==> src/rtl/meas_report_pkg.sv <==
// rtl/meas_report_pkg.sv - shared constants, state type and byte mux for the measurement report packer
//
// Purpose : frame geometry, field byte offsets, packer FSM states and the
//           helper that selects one frame byte from the latched result.
// Ports   : none (package).

package meas_report_pkg;

  localparam int FRAME_LEN = 14;
  localparam int HDR_BYTES = 2;

  // First byte of each field within the frame (big-endian fields)
  localparam int IDX_FREQ = 2;
  localparam int IDX_DUTY = 6;
  localparam int IDX_HIGH = 7;
  localparam int IDX_LOW  = 10;
  localparam int IDX_CSUM = 13;

  // Result record: {freq[25:0], duty[7:0], high[19:0], low[19:0]}
  localparam int REC_W = 74;

  typedef enum logic [1:0] {
    ST_IDLE = 2'd0,
    ST_LOAD = 2'd1,
    ST_SEND = 2'd2,
    ST_DONE = 2'd3
  } pack_state_t;

  // Flattens the frame MSB-first so byte 0 sits in the top 8 bits, then
  // picks byte idx. Indices past the frame return 0.
  function automatic logic [7:0] frame_byte(input logic [15:0]      hdr,
                                            input logic [REC_W-1:0] rec,
                                            input logic [7:0]       csum,
                                            input logic [3:0]       idx);
    logic [8*FRAME_LEN-1:0] flat;
    flat = {hdr,
            6'b0, rec[73:48],
            rec[47:40],
            4'b0, rec[39:20],
            4'b0, rec[19:0],
            csum};
    if (idx > 4'(FRAME_LEN - 1)) begin
      return 8'h00;
    end
    return flat[8*(FRAME_LEN - 1 - int'(idx)) +: 8];
  endfunction

endpackage

==> src/rtl/meas_trig_gen.sv <==
// rtl/meas_trig_gen.sv - start pulse generator for the measurement block
//
// Purpose : merges a software trigger with a periodic auto-trigger and gates
//           the result with the measurement block's busy flag.
// Ports   : clk, rst_n       - clock, asynchronous active-low reset
//           sw_trig          - single-cycle software request
//           auto_en          - level, enables the periodic timer
//           meas_busy        - measurement in progress, triggers ignored
//           meas_enable      - registered one-cycle start pulse

module meas_trig_gen #(
  parameter int unsigned AUTO_INTERVAL = 5_000_000
) (
  input  logic clk,
  input  logic rst_n,
  input  logic sw_trig,
  input  logic auto_en,
  input  logic meas_busy,
  output logic meas_enable
);

  localparam logic [31:0] TIMER_LAST = 32'(AUTO_INTERVAL - 1);

  logic [31:0] timer;
  logic        expire;

  assign expire = auto_en && (timer == TIMER_LAST);

  always_ff @(posedge clk or negedge rst_n) begin
    if (!rst_n) begin
      timer       <= '0;
      meas_enable <= 1'b0;
    end else begin
      // Timer is parked at 0 while disabled so enabling always starts a full period.
      if (!auto_en || expire) begin
        timer <= '0;
      end else begin
        timer <= timer + 32'd1;
      end
      // OR of both sources collapses a coincident request into one pulse;
      // requests seen while busy are dropped, not queued.
      meas_enable <= (sw_trig || expire) && !meas_busy;
    end
  end

endmodule

==> src/rtl/measure_report_packer.sv <==
// rtl/measure_report_packer.sv - latches measurement results and streams them as 14-byte frames
//
// Purpose : captures each finished measurement into a pending slot, serialises
//           it as {hdr, freq, duty, high, low, checksum} on a valid/ready byte
//           stream, and drives the measurement start pulse.
// Ports   : clk, rst_n                   - clock, asynchronous active-low reset
//           sw_trig, auto_en, meas_busy  - trigger sources and busy gate
//           meas_finish, meas_freq, meas_duty, meas_high, meas_low - result in
//           meas_enable                  - one-cycle start pulse out
//           tx_data, tx_valid, tx_ready  - byte stream to the UART TX stage
//           frame_busy                   - frame in flight or pending
//           drop_pulse                   - pending result overwritten this cycle

module measure_report_packer
  import meas_report_pkg::*;
#(
  parameter int          CLK_FREQ      = 50_000_000,
  parameter int unsigned AUTO_INTERVAL = 5_000_000,
  parameter logic [15:0] SYNC_HDR      = 16'hA55A
) (
  input  logic        clk,
  input  logic        rst_n,
  input  logic        sw_trig,
  input  logic        auto_en,
  input  logic        meas_busy,
  input  logic        meas_finish,
  input  logic [25:0] meas_freq,
  input  logic [7:0]  meas_duty,
  input  logic [19:0] meas_high,
  input  logic [19:0] meas_low,
  output logic        meas_enable,
  output logic [7:0]  tx_data,
  output logic        tx_valid,
  input  logic        tx_ready,
  output logic        frame_busy,
  output logic        drop_pulse
);

  pack_state_t      state, state_nx;
  logic             pend_valid;
  logic [REC_W-1:0] pend_rec;
  logic [REC_W-1:0] frame_rec;
  logic [3:0]       idx;
  logic [7:0]       csum;
  logic             accept;
  logic             last_byte;

  meas_trig_gen #(
    .AUTO_INTERVAL(AUTO_INTERVAL)
  ) u_trig (
    .clk        (clk),
    .rst_n      (rst_n),
    .sw_trig    (sw_trig),
    .auto_en    (auto_en),
    .meas_busy  (meas_busy),
    .meas_enable(meas_enable)
  );

  assign tx_valid   = (state == ST_SEND);
  assign tx_data    = tx_valid ? frame_byte(SYNC_HDR, frame_rec, csum, idx) : 8'h00;
  assign accept     = tx_valid && tx_ready;
  assign last_byte  = (idx == 4'(FRAME_LEN - 1));
  assign frame_busy = (state != ST_IDLE) || pend_valid;
  // In LOAD the old pending result is being consumed, so a new one is not a loss.
  assign drop_pulse = meas_finish && pend_valid && (state != ST_LOAD);

  // Pending slot: a finish always wins over the clear in LOAD.
  always_ff @(posedge clk or negedge rst_n) begin
    if (!rst_n) begin
      pend_valid <= 1'b0;
      pend_rec   <= '0;
    end else if (meas_finish) begin
      pend_valid <= 1'b1;
      pend_rec   <= {meas_freq, meas_duty, meas_high, meas_low};
    end else if (state == ST_LOAD) begin
      pend_valid <= 1'b0;
    end
  end

  always_ff @(posedge clk or negedge rst_n) begin
    if (!rst_n) begin
      state <= ST_IDLE;
    end else begin
      state <= state_nx;
    end
  end

  always_comb begin
    state_nx = state;
    case (state)
      ST_IDLE: if (pend_valid) state_nx = ST_LOAD;
      ST_LOAD: state_nx = ST_SEND;
      ST_SEND: if (accept && last_byte) state_nx = ST_DONE;
      ST_DONE: state_nx = pend_valid ? ST_LOAD : ST_IDLE;
      default: state_nx = ST_IDLE;
    endcase
  end

  // Frame datapath; the in-flight frame only ever reads frame_rec.
  always_ff @(posedge clk or negedge rst_n) begin
    if (!rst_n) begin
      frame_rec <= '0;
      idx       <= '0;
      csum      <= '0;
    end else if (state == ST_LOAD) begin
      frame_rec <= pend_rec;
      idx       <= '0;
      csum      <= '0;
    end else if (accept) begin
      idx <= idx + 4'd1;
      // Payload bytes only: header and the checksum byte itself are excluded.
      if (idx >= 4'(IDX_FREQ) && idx < 4'(IDX_CSUM)) begin
        csum <= csum + tx_data;
      end
    end
  end

endmodule

==> config.mk <==
export PLATFORM = sky130hd
export DESIGN_NAME = measure_report_packer
export DESIGN_NICKNAME = d
export VERILOG_FILES = /design/src/rtl/meas_report_pkg.sv /design/src/rtl/meas_trig_gen.sv /design/src/rtl/measure_report_packer.sv
export SDC_FILE = /design/constraint.sdc
export NUM_CORES = 1
export LEC_CHECK = 0
export ABC_AREA = 1
export BUFFER_PORTS_ARGS = -buffer_cell sky130_fd_sc_hd__buf_2
export CAP_MARGIN = 5
export CORE_UTILIZATION = 64
export DETAILED_ROUTE_END_ITERATION = 10
export HOLD_SLACK_MARGIN = 0.12
export PLACE_DENSITY = 0.87
export SETUP_SLACK_MARGIN = 0.05
export SLEW_MARGIN = 40
export SYNTH_ARGS = -nofsm -noshare
export SYNTH_HDL_FRONTEND = slang
export SYNTH_SLANG_ARGS = --single-unit
==> constraint.sdc <==
create_clock -name clk -period 8.4 [get_ports clk]
set_clock_uncertainty 0.2 [all_clocks]
set_input_delay 0.84 -clock clk [delete_from_list [all_inputs] [get_ports clk]]
set_output_delay 0.84 -clock clk [all_outputs]
set_load 0.02 [all_outputs]
==> results.json, run 1 <==
{
  "numCtsBuffers": 17,
  "ys.flop_type": "dfrtp_1",
  "path_clk_slew_ns": 0.07,
  "crit_chain": "inv_2 -> ha_1 -> inv_1 -> o21ai_0 -> a21oi_1 -> o21ai_0 -> nand3_1 -> nand2_1 -> a21oi_1 -> buf_2",
  "synth_nets": 1243,
  "worst-path-buf-inv": 3,
  "synth_seq_cells": 196,
  "num_rows": 43,
  "synth_edf_count": 0,
  "cp-end-kind": "primary output",
  "netlist_instances": 1140,
  "grt-ovfl-total": 0,
  "pre_cts_ws_ns": 3.93,
  "setup_violations": 0,
  "drtPass1Iterations": 5,
  "h-tree-depth": 4,
  "drt-initial-drc-count": 692,
  "antenna_found_initial": 0,
  "cts_setup_buffers": 0,
  "post_cts_resized": 0,
  "cts.sink_count": 196,
  "grt_pass1_vias": 7299,
  "relSlewSlack_pct": 50.0,
  "wire_per_inst_um": 15.8,
  "status": "complete, no violations",
  "p_leak_nw": 5.16,
  "r2r_slack_ns": 3.81,
  "slowest_stage": "dfrtp_1",
  "ctsLongestPathBuffers": 2,
  "crit_arrival_ns": 3.65,
  "antenna_cells": 0,
  "rsz0062_at_grt": "false",
  "numPortBuffers": 92,
  "fin_ws_ns": 3.71,
  "setup-tns-final_ns": 0,
  "syn_to_final_growth_pct": 12.1,
  "powerDensity_nw_per_um2": 313,
  "core_area_um2": 14000,
  "worstPathMaxFanout": 20,
  "hpwl_um": 14900,
  "async_reset_ff_share_pct": 100,
  "grt_pass1_wl_um": 35400,
  "drive_gt1_share_pct": 12.9,
  "vias": 7795,
  "ir_drop_mv": 0.199,
  "fp.dieH_um": 123,
  "ant_nets": 0,
  "gp_congestion": 0.977,
  "crit_path_max_incr_delay_ns": 0.83,
  "grtUsageTotal_pct": 31.1,
  "cp_top_family": "buffers and inverters",
  "clock_latency_ns": 0.45,
  "cap_violations": 0,
  "routed_via_density": 5.58,
  "ctsHoldBuffers": 0,
  "hold_path_class": "input pin to async pin",
  "ys.warnings.count": 0,
  "syn_avg_cell_area_um2": 8.19,
  "placed_area_um2": 9870,
  "cts_tree": "built",
  "start_util_pct": 66.5,
  "cp-start-kind": "register",
  "max_freq_ghz": 0.213,
  "crit_cells": 10,
  "fp.dieArea_um2": 15100,
  "finalHoldViolations": 0,
  "io_pins": 93,
  "reg2reg_depth": 19,
  "yosysSeqAreaShare_pct": 52.6,
  "grt_max_degree": 116,
  "dieWidth_um": 123,
  "critPathRequiredTime_ns": 7.36,
  "slew_viol_final": 0,
  "wl_um": 22000,
  "synth.distinct_cells": 44,
  "stdcell_area_um2": 10500,
  "final_nets": 1308,
  "critical_path_class": "register to primary output",
  "netlist_area_um2": 9330,
  "tightest_slew_ns": 0.750,
  "drc_errors": 0,
  "root_buffer": "clkbuf_16",
  "period_share_pct": 55.8,
  "min_period_ns": 4.69
}
-- registers in the layout, indices dropped and copies added, names as in the netlist --
register,cells
csum,8
u_trig.timer,32
idx,4
pend_valid,1
pend_rec,74
u_trig.meas_enable,1
frame_rec,74
state,2
-- logic make-up after synthesis --
logic type | share of synthesized area (%)
and+or+nand+nor | 24.0
AOI/OAI and AO/OA | 11.6
buffers and inverters | 7.19
DFF | 52.6
adders and majority gates | 3.03
xor gates and xnor gates | 1.69
-- metrics by stage --
stage	total power, mW	utilization, %	cells	hold slack (ns)
after floorplan	2.11	-	1140	0.237
after global placement	2.42	70.2	1366	0.255
after detailed placement	2.45	70.3	1366	0.259
after CTS	3.28	74.5	1398	0.205
after global routing	3.49	74.5	1398	0.226
final	3.28	74.5	1398	0.180
-- worst paths after layout --
| path | end | start |
|---|---|---|
| max reg2reg | csum[5] | idx[1] |
| min in group clk | pend_rec[9] | pend_rec[9] |
| min | pend_rec[41] | rst_n |
| min reg2reg | pend_rec[9] | pend_rec[9] |
| max | tx_data[3] | idx[1] |
| max in group asynchronous | pend_rec[7] | rst_n |
-- layout by cell type, fill, tap and decap left out, drive strengths merged, types with 4 or more instances in the layout --
cell and instances:
nand2 372, dfrtp 196, inv 129, o21ai 123, buf 96, nor2 65, a21oi 56, nand3 34
nor3 28, ha 21, clkbuf 18, nand4 14, xor2 14, o311ai 9, nor4 7, clkinv 5
xnor2 4, o22ai 4, or2 4
-- power by group --
group	leakage, nW	internal, mW	switching [mW]	total [mW]
registers	2.48	1.17	0.138	1.31
logic	2.39	0.370	0.790	1.16
clock network	0.287	0.423	0.388	0.811
total	5.16	1.96	1.32	3.28
-- Yosys cell counts (all sizes together) (7+ instances only) --
cell    count  share of area [%]
o311ai      9               0.84
clkbuf     40                1.6
xor2       14                1.3
inv       120                4.8
nor2       65                2.9
nor3       28                1.8
nand2     372                 15
nor4        7               0.54
buf        11               0.71
ha         21                2.8
nand4      14               0.94
a21oi      56                3.0
dfrtp     196                 53
o21ai     123                6.6
nand3      34                2.0
-- final cells by class --
cell class | instances | area (µm²)
sequential | 196 | 4900
multi-input combinational | 772 | 3760
fill | 1041 | 3580
timing repair buffer | 97 | 529
inverter | 121 | 457
clock buffer | 17 | 425
tap | 180 | 225
clock inverter | 15 | 161
-- routing by layer --
metal  share of wire, %  up-vias  GRT usage (%)
met5                  0        -              0
met4                2.2        0           10.6
met3                5.9       36           5.53
met2                 48      280           50.1
met1                 44     3689           42.8
li1                   -     3790              -
(Power assumes the default switching activity.)
==> inputs of run 2 (changes only) <==
--- a/config.mk
+++ b/config.mk
@@ -8,10 +8,10 @@
 export ABC_AREA = 1
 export BUFFER_PORTS_ARGS = -buffer_cell sky130_fd_sc_hd__buf_2
 export CAP_MARGIN = 5
-export CORE_UTILIZATION = 64
+export CORE_UTILIZATION = 59
 export DETAILED_ROUTE_END_ITERATION = 10
 export HOLD_SLACK_MARGIN = 0.12
-export PLACE_DENSITY = 0.87
+export PLACE_DENSITY = 0.82
 export SETUP_SLACK_MARGIN = 0.05
 export SLEW_MARGIN = 40
 export SYNTH_ARGS = -nofsm -noshare
==> constraint.sdc (replaced) <==
create_clock -name clk -period 4.77 [get_ports clk]
set_clock_uncertainty 0.2 [all_clocks]
set_input_delay 0.477 -clock clk [delete_from_list [all_inputs] [get_ports clk]]
set_output_delay 0.477 -clock clk [all_outputs]
set_load 0.02 [all_outputs]
==> run 2 against run 1 <==
  * Sequential share of layout area shrank 3.5 points
  * Clock power grew 79%
  * Register-to-register slack worse by 2.5 ns
  * Worst hold slack better by 0.092 ns
  * Final cell count is 8.1% higher
  * First-iteration DRC count decreased by 16%
  * Sequential cell count unchanged
  * Utilization decreased by 0.65 points
  * Critical path depth is 7 higher
  * Clock-buffer cell count grew 2
  * Design area up 8.1%
  * Total power is 81% higher
  * Critical endpoint is now csum[5]
==> results.json, run 2 (synthesized netlist as in run 1, its figures left out) <==
{
  "finalHoldViolations": 0,
  "vias": 8147,
  "gp_congestion": 0.921,
  "path_clk_slew_ns": 0.07,
  "hold_path_end": "pend_rec[5]",
  "clock_latency_ns": 0.44,
  "period_share_pct": 73.0,
  "final_common_cell": "nand2_1",
  "final_nets": 1390,
  "hpwl_um": 15500,
  "grtUsageTotal_pct": 31.6,
  "slew_viol_final": 0,
  "placedCellCount": 1402,
  "h-tree-depth": 4,
  "rsz0062_at_grt": "false",
  "route.met3.wl_um": 1270,
  "status": "complete, no violations",
  "post_cts_resized": 0,
  "cap_violations": 0,
  "critical_path_class": "register to register",
  "numPortBuffers": 92,
  "routed_via_density": 5.39,
  "drive_gt1_share_pct": 12.5,
  "io_pins": 93,
  "reg2reg_depth": 17,
  "start_util_pct": 60.9,
  "stdcell_count": 1511,
  "num_rows": 45,
  "pre_cts_ws_ns": 1.35,
  "setup-tns-final_ns": 0,
  "min_period_ns": 3.48,
  "core_area_um2": 15300,
  "top_layer": "met4",
  "fin_ws_ns": 1.29,
  "drt-initial-drc-count": 583,
  "r2r_slack_ns": 1.29,
  "max_freq_ghz": 0.287,
  "setup_violations": 0,
  "cp-start-kind": "register",
  "worstPathMaxFanout": 15,
  "routed-wl-met2_um": 11800,
  "wl_um": 24600,
  "grt_pass1_vias": 7755,
  "fp.dieH_um": 128,
  "grt_pass1_wl_um": 39400,
  "root_buffer": "clkbuf_16",
  "drt-met1-wl_um": 10900,
  "antenna_cells": 0,
  "n_fill_cell": 1071,
  "critPathRequiredTime_ns": 4.89,
  "rr_endpoint": "csum[5]",
  "holdCritStartpoint": "pend_rec[5]",
  "cts.sink_count": 196,
  "r2r_start": "idx[1]",
  "powerDensity_nw_per_um2": 524,
  "drtPass1Iterations": 5,
  "crit_arrival_ns": 3.60,
  "cts_tree": "built",
  "final_util_pct": 73.9,
  "antenna_found_initial": 0,
  "numCtsBuffers": 17,
  "cp-end-kind": "register",
  "fp.dieArea_um2": 16300,
  "hold-path-cell-count": 2,
  "ctsLongestPathBuffers": 2,
  "grt_max_degree": 124,
  "largestRegisters": "frame_rec x74, pend_rec x74, u_trig.timer x32",
  "dieWidth_um": 128,
  "grt-ovfl-total": 0,
  "p_leak_nw": 5.50,
  "drc_errors": 0,
  "ir_drop_mv": 0.327,
  "ant_nets": 0,
  "wire_per_inst_um": 16.3,
  "startpoint": "idx[1]",
  "syn_to_final_growth_pct": 21.2,
  "layout_common_cells": "nand2_1, dfrtp_1, o21ai_0",
  "finalPower_mw": 5.92,
  "hold_path_class": "register to register",
  "tightest_slew_ns": 0.673,
  "relSlewSlack_pct": 55.1
}
-- run 2: cell types whose count changed in the layout (fill, tap and decap cells not counted), sizes merged --
cell / change
buf: +5
clkbuf: +2
clkinv: +1
dlygate4sd3: +77
clkinvlp: +2
bufinv: +1
inv: -6
-- run 2: worst max-delay path, stage by stage (launching register included) --
cell     delay (ns)
dfrtp_1        0.39
inv_2          0.21
ha_1           0.29
inv_1          0.20
buf_4          0.24
or2_2          0.16
o21ai_0        0.12
a21oi_1        0.25
ha_1           0.32
a21oi_1        0.16
nand2_1        0.10
nand2_1        0.07
inv_1          0.05
or2_2          0.26
a21oi_1        0.16
nand2_1        0.07
nand2_1        0.05
o21ai_0        0.07
-- run 2: power by group --
part | internal, mW | switching, mW
Combinational | 0.716 | 1.46
Clock | 0.796 | 0.650
Sequential | 2.06 | 0.236
Total | 3.57 | 2.35
-- run 2: worst max-delay path by stage --
stage                     slack, ns      end
after global routing           1.04  csum[5]
after CTS                      1.34  csum[5]
after floorplan                0.88  csum[5]
after global placement         1.42  csum[5]
final                          1.29  csum[5]
after detailed placement       1.35  csum[5]
-- run 2: repair_timing --
action / 4_1_cts / 5_1_grt
endpoints found under the hold margin: 196 / 0
hold buffers: 77 / 0
buffers inserted: 0 / 0
-- run 2: routing by layer --
layer	vias to the layer above	track usage, %
met5	-	0
met1	3897	43.7
met4	0	9.76
met2	253	50.7
met3	42	6.30
li1	3955	-
-- run 2: cell type report --
| cell class | count | area [µm²] | share of cell area (%) |
|---|---|---|---|
| Clock buffer | 19 | 443 | 3.92 |
| Clock inverter | 13 | 151 | 1.34 |
| Inverter | 121 | 454 | 4.02 |
| Multi-Input combinational cell | 772 | 3760 | 33.2 |
| Sequential cell | 196 | 4900 | 43.4 |
| Tap cell | 211 | 264 | 2.33 |
| Timing Repair Buffer | 179 | 1330 | 11.8 |
-- run 2: through the flow --
| stage | hold WS (ns) | instance area, µm² |
|---|---|---|
| 2_1_floorplan | -0.0186 | 9330 |
| 3_3_place_gp | 0.255 | 9930 |
| 3_5_place_dp | 0.259 | 9940 |
| 4_1_cts | 0.276 | 11300 |
| 5_1_grt | 0.293 | 11300 |
| 6_report | 0.271 | 11300 |
==> inputs of run 3 (changes only) <==
--- a/config.mk
+++ b/config.mk
@@ -8,10 +8,10 @@
 export ABC_AREA = 1
 export BUFFER_PORTS_ARGS = -buffer_cell sky130_fd_sc_hd__buf_2
 export CAP_MARGIN = 5
-export CORE_UTILIZATION = 59
+export CORE_UTILIZATION = 54
 export DETAILED_ROUTE_END_ITERATION = 10
 export HOLD_SLACK_MARGIN = 0.12
-export PLACE_DENSITY = 0.82
+export PLACE_DENSITY = 0.79
 export SETUP_SLACK_MARGIN = 0.05
 export SLEW_MARGIN = 40
 export SYNTH_ARGS = -nofsm -noshare
==> constraint.sdc (replaced) <==
create_clock -name clk -period 3.09 [get_ports clk]
set_clock_uncertainty 0.2 [all_clocks]
set_input_delay 0.309 -clock clk [delete_from_list [all_inputs] [get_ports clk]]
set_output_delay 0.309 -clock clk [all_outputs]
set_load 0.02 [all_outputs]
==> run 3 against run 2 <==
  * Routed wire length is 0.33% lower
  * Fmax is 16% higher
  * Clock-buffer cell count is 1 higher
  * Global-route usage is 2.9 points lower
  * Sequential power is 54% higher
  * Largest power group is now combinational cells
  * Worst setup slack worse by 1.2 ns
  * Clock power is 56% higher
  * Total power is 66% higher
==> results.json, run 3 (synthesized netlist as in run 1, its figures left out) <==
{
  "hpwl_um": 16200,
  "core_area_um2": 16700,
  "period_share_pct": 96.9,
  "grt-ovfl-total": 0,
  "min_period_ns": 2.99,
  "powerDensity_nw_per_um2": 836,
  "max_freq_ghz": 0.334,
  "grt_pass1_vias": 7906,
  "syn_to_final_growth_pct": 26.3,
  "worstPathMaxFanout": 7,
  "tightest_slew_ns": 0.639,
  "wl_um": 24500,
  "setup_violations": 0,
  "final_util_pct": 70.6,
  "wire_per_inst_um": 15.8,
  "rsz0062_at_grt": "true",
  "cts_tree": "built",
  "final_common_cell": "nand2_1",
  "numPortBuffers": 92,
  "fp.dieArea_um2": 17800,
  "antenna_cells": 0,
  "ir_drop_mv": 0.667,
  "final_nets": 1421,
  "grt_max_degree": 96,
  "finalHoldViolations": 0,
  "h-tree-depth": 4,
  "numCtsBuffers": 17,
  "start_util_pct": 55.9,
  "drc_errors": 0,
  "relSlewSlack_pct": 57.4,
  "crit_arrival_ns": 3.12,
  "cap_violations": 0,
  "slew_viol_final": 0,
  "largestRegisters": "frame_rec x74, pend_rec x74, u_trig.timer x32",
  "num_rows": 47,
  "clock_latency_ns": 0.43,
  "layout_common_cells": "nand2_1, dfrtp_1, o21ai_0",
  "ctsLongestPathBuffers": 2,
  "p_leak_nw": 5.67,
  "status": "complete, no violations",
  "grt_pass1_wl_um": 39600,
  "stdcell_area_um2": 11800,
  "io_pins": 93,
  "dieWidth_um": 133,
  "routed_via_density": 5.27,
  "vias": 8173,
  "path_clk_slew_ns": 0.07,
  "hold_path_class": "input pin to register",
  "drtPass1Iterations": 5,
  "cp-start-kind": "register",
  "grtUsageTotal_pct": 28.7,
  "critPathRequiredTime_ns": 3.22,
  "antenna_found_initial": 0,
  "drive_gt1_share_pct": 16.9,
  "placed_area_um2": 10300,
  "root_buffer": "clkbuf_16",
  "drt-initial-drc-count": 651,
  "fp.dieH_um": 133,
  "ant_nets": 0,
  "cp-end-kind": "register",
  "cts.sink_count": 196,
  "critical_path_class": "register to register",
  "gp_congestion": 0.955
}
==> run 3: cell types whose count changed in the layout (fill, tap and decap cells not counted), moves of 3 or more <==
cell      before  now
nor3_1        24   21
a21oi_4        0    4
ha_1          20   16
o21ai_0      123  116
a21oi_2        0    7
o21ai_1        0    6
buf_4          8   34
a21oi_1       56   45
nand2_1      366  359
clkinv_2       1    4
o311ai_0       8    4
nand2_2        6   13
nor3_2         3    6
ha_4           0    4
==> run 3: power by group <==
group          internal, mW  switching, mW
combinational          1.56           2.48
clock                  1.30          0.957
sequential             3.18          0.368
total                  6.04           3.81
==> run 3: worst max-delay path, cell delays in order, from the launching register on <==
cell	delay (ns)
dfrtp_2	0.45
buf_4	0.16
nand3_2	0.09
inv_1	0.12
buf_4	0.20
o311ai_1	0.26
buf_4	0.18
a21oi_1	0.07
nor3_2	0.20
ha_1	0.33
a21oi_1	0.18
o221ai_1	0.16
nand3b_1	0.19
nand3_1	0.07
nand2_1	0.05
==> run 3: routing by layer <==
metal	vias up	share of wire, %	track usage [%]
li1	4007	-	-
met1	3912	46	40.4
met2	229	48	46.6
met3	25	4.4	4.57
met4	0	1.4	7.64
met5	-	0	0
==> run 3: area by class of cell <==
| cell class | count | area, µm² |
|---|---|---|
| fillers | 1313 | 4920 |
| flip-flops and latches | 196 | 4910 |
| multi-input cells | 772 | 3950 |
| repair buffers | 210 | 1590 |
| inverters | 121 | 464 |
| clock buffers | 20 | 447 |
| well taps | 220 | 275 |
| clock inverters | 12 | 153 |
==> run 3: path summary, 6_finish.rpt <==
| path | start | to | slack, ns | cells after the start |
|---|---|---|---|---|
| worst min register to register | pend_rec[1] | frame_rec[1] | 0.27 | 2 |
| worst max-delay path | idx[1] | csum[7] | 0.1 | 14 |
| max in group asynchronous | rst_n | pend_rec[21] | 1.51 | 3 |
| worst min-delay path | auto_en | u_trig.timer[6] | 0.14 | 3 |
| min in group asynchronous | rst_n | frame_rec[41] | 0.24 | 2 |
| worst max register to register | idx[1] | csum[7] | 0.1 | 14 |
==> run 3: repair_timing <==
| action | CTS | global route |
|---|---|---|
| setup endpoints to repair | 3 | 5 |
| resized for setup | 3 | 32 |
| hold buffers | 79 | 0 |
| buffers inserted | 0 | 5 |
| pin swaps | 0 | 22 |
| hold endpoints to repair | 139 | 0 |
==> run 3: metrics by stage <==
step / TNS, ns / power (mW) / hold slack [ns] / setup slack [ns] / cells
after global routing: -0.0615 / 10.5 / 0.165 / -0.0304 / 1551
final: 0 / 9.85 / 0.137 / 0.0971 / 1551
after floorplan: -0.221 / 5.97 / -0.187 / -0.111 / 1140
after detailed placement: -0.0170 / 7.20 / 0.137 / -0.0170 / 1435
after CTS: 0 / 9.56 / 0.143 / 0.0750 / 1546
after global placement: 0 / 7.10 / 0.130 / 0.0274 / 1435
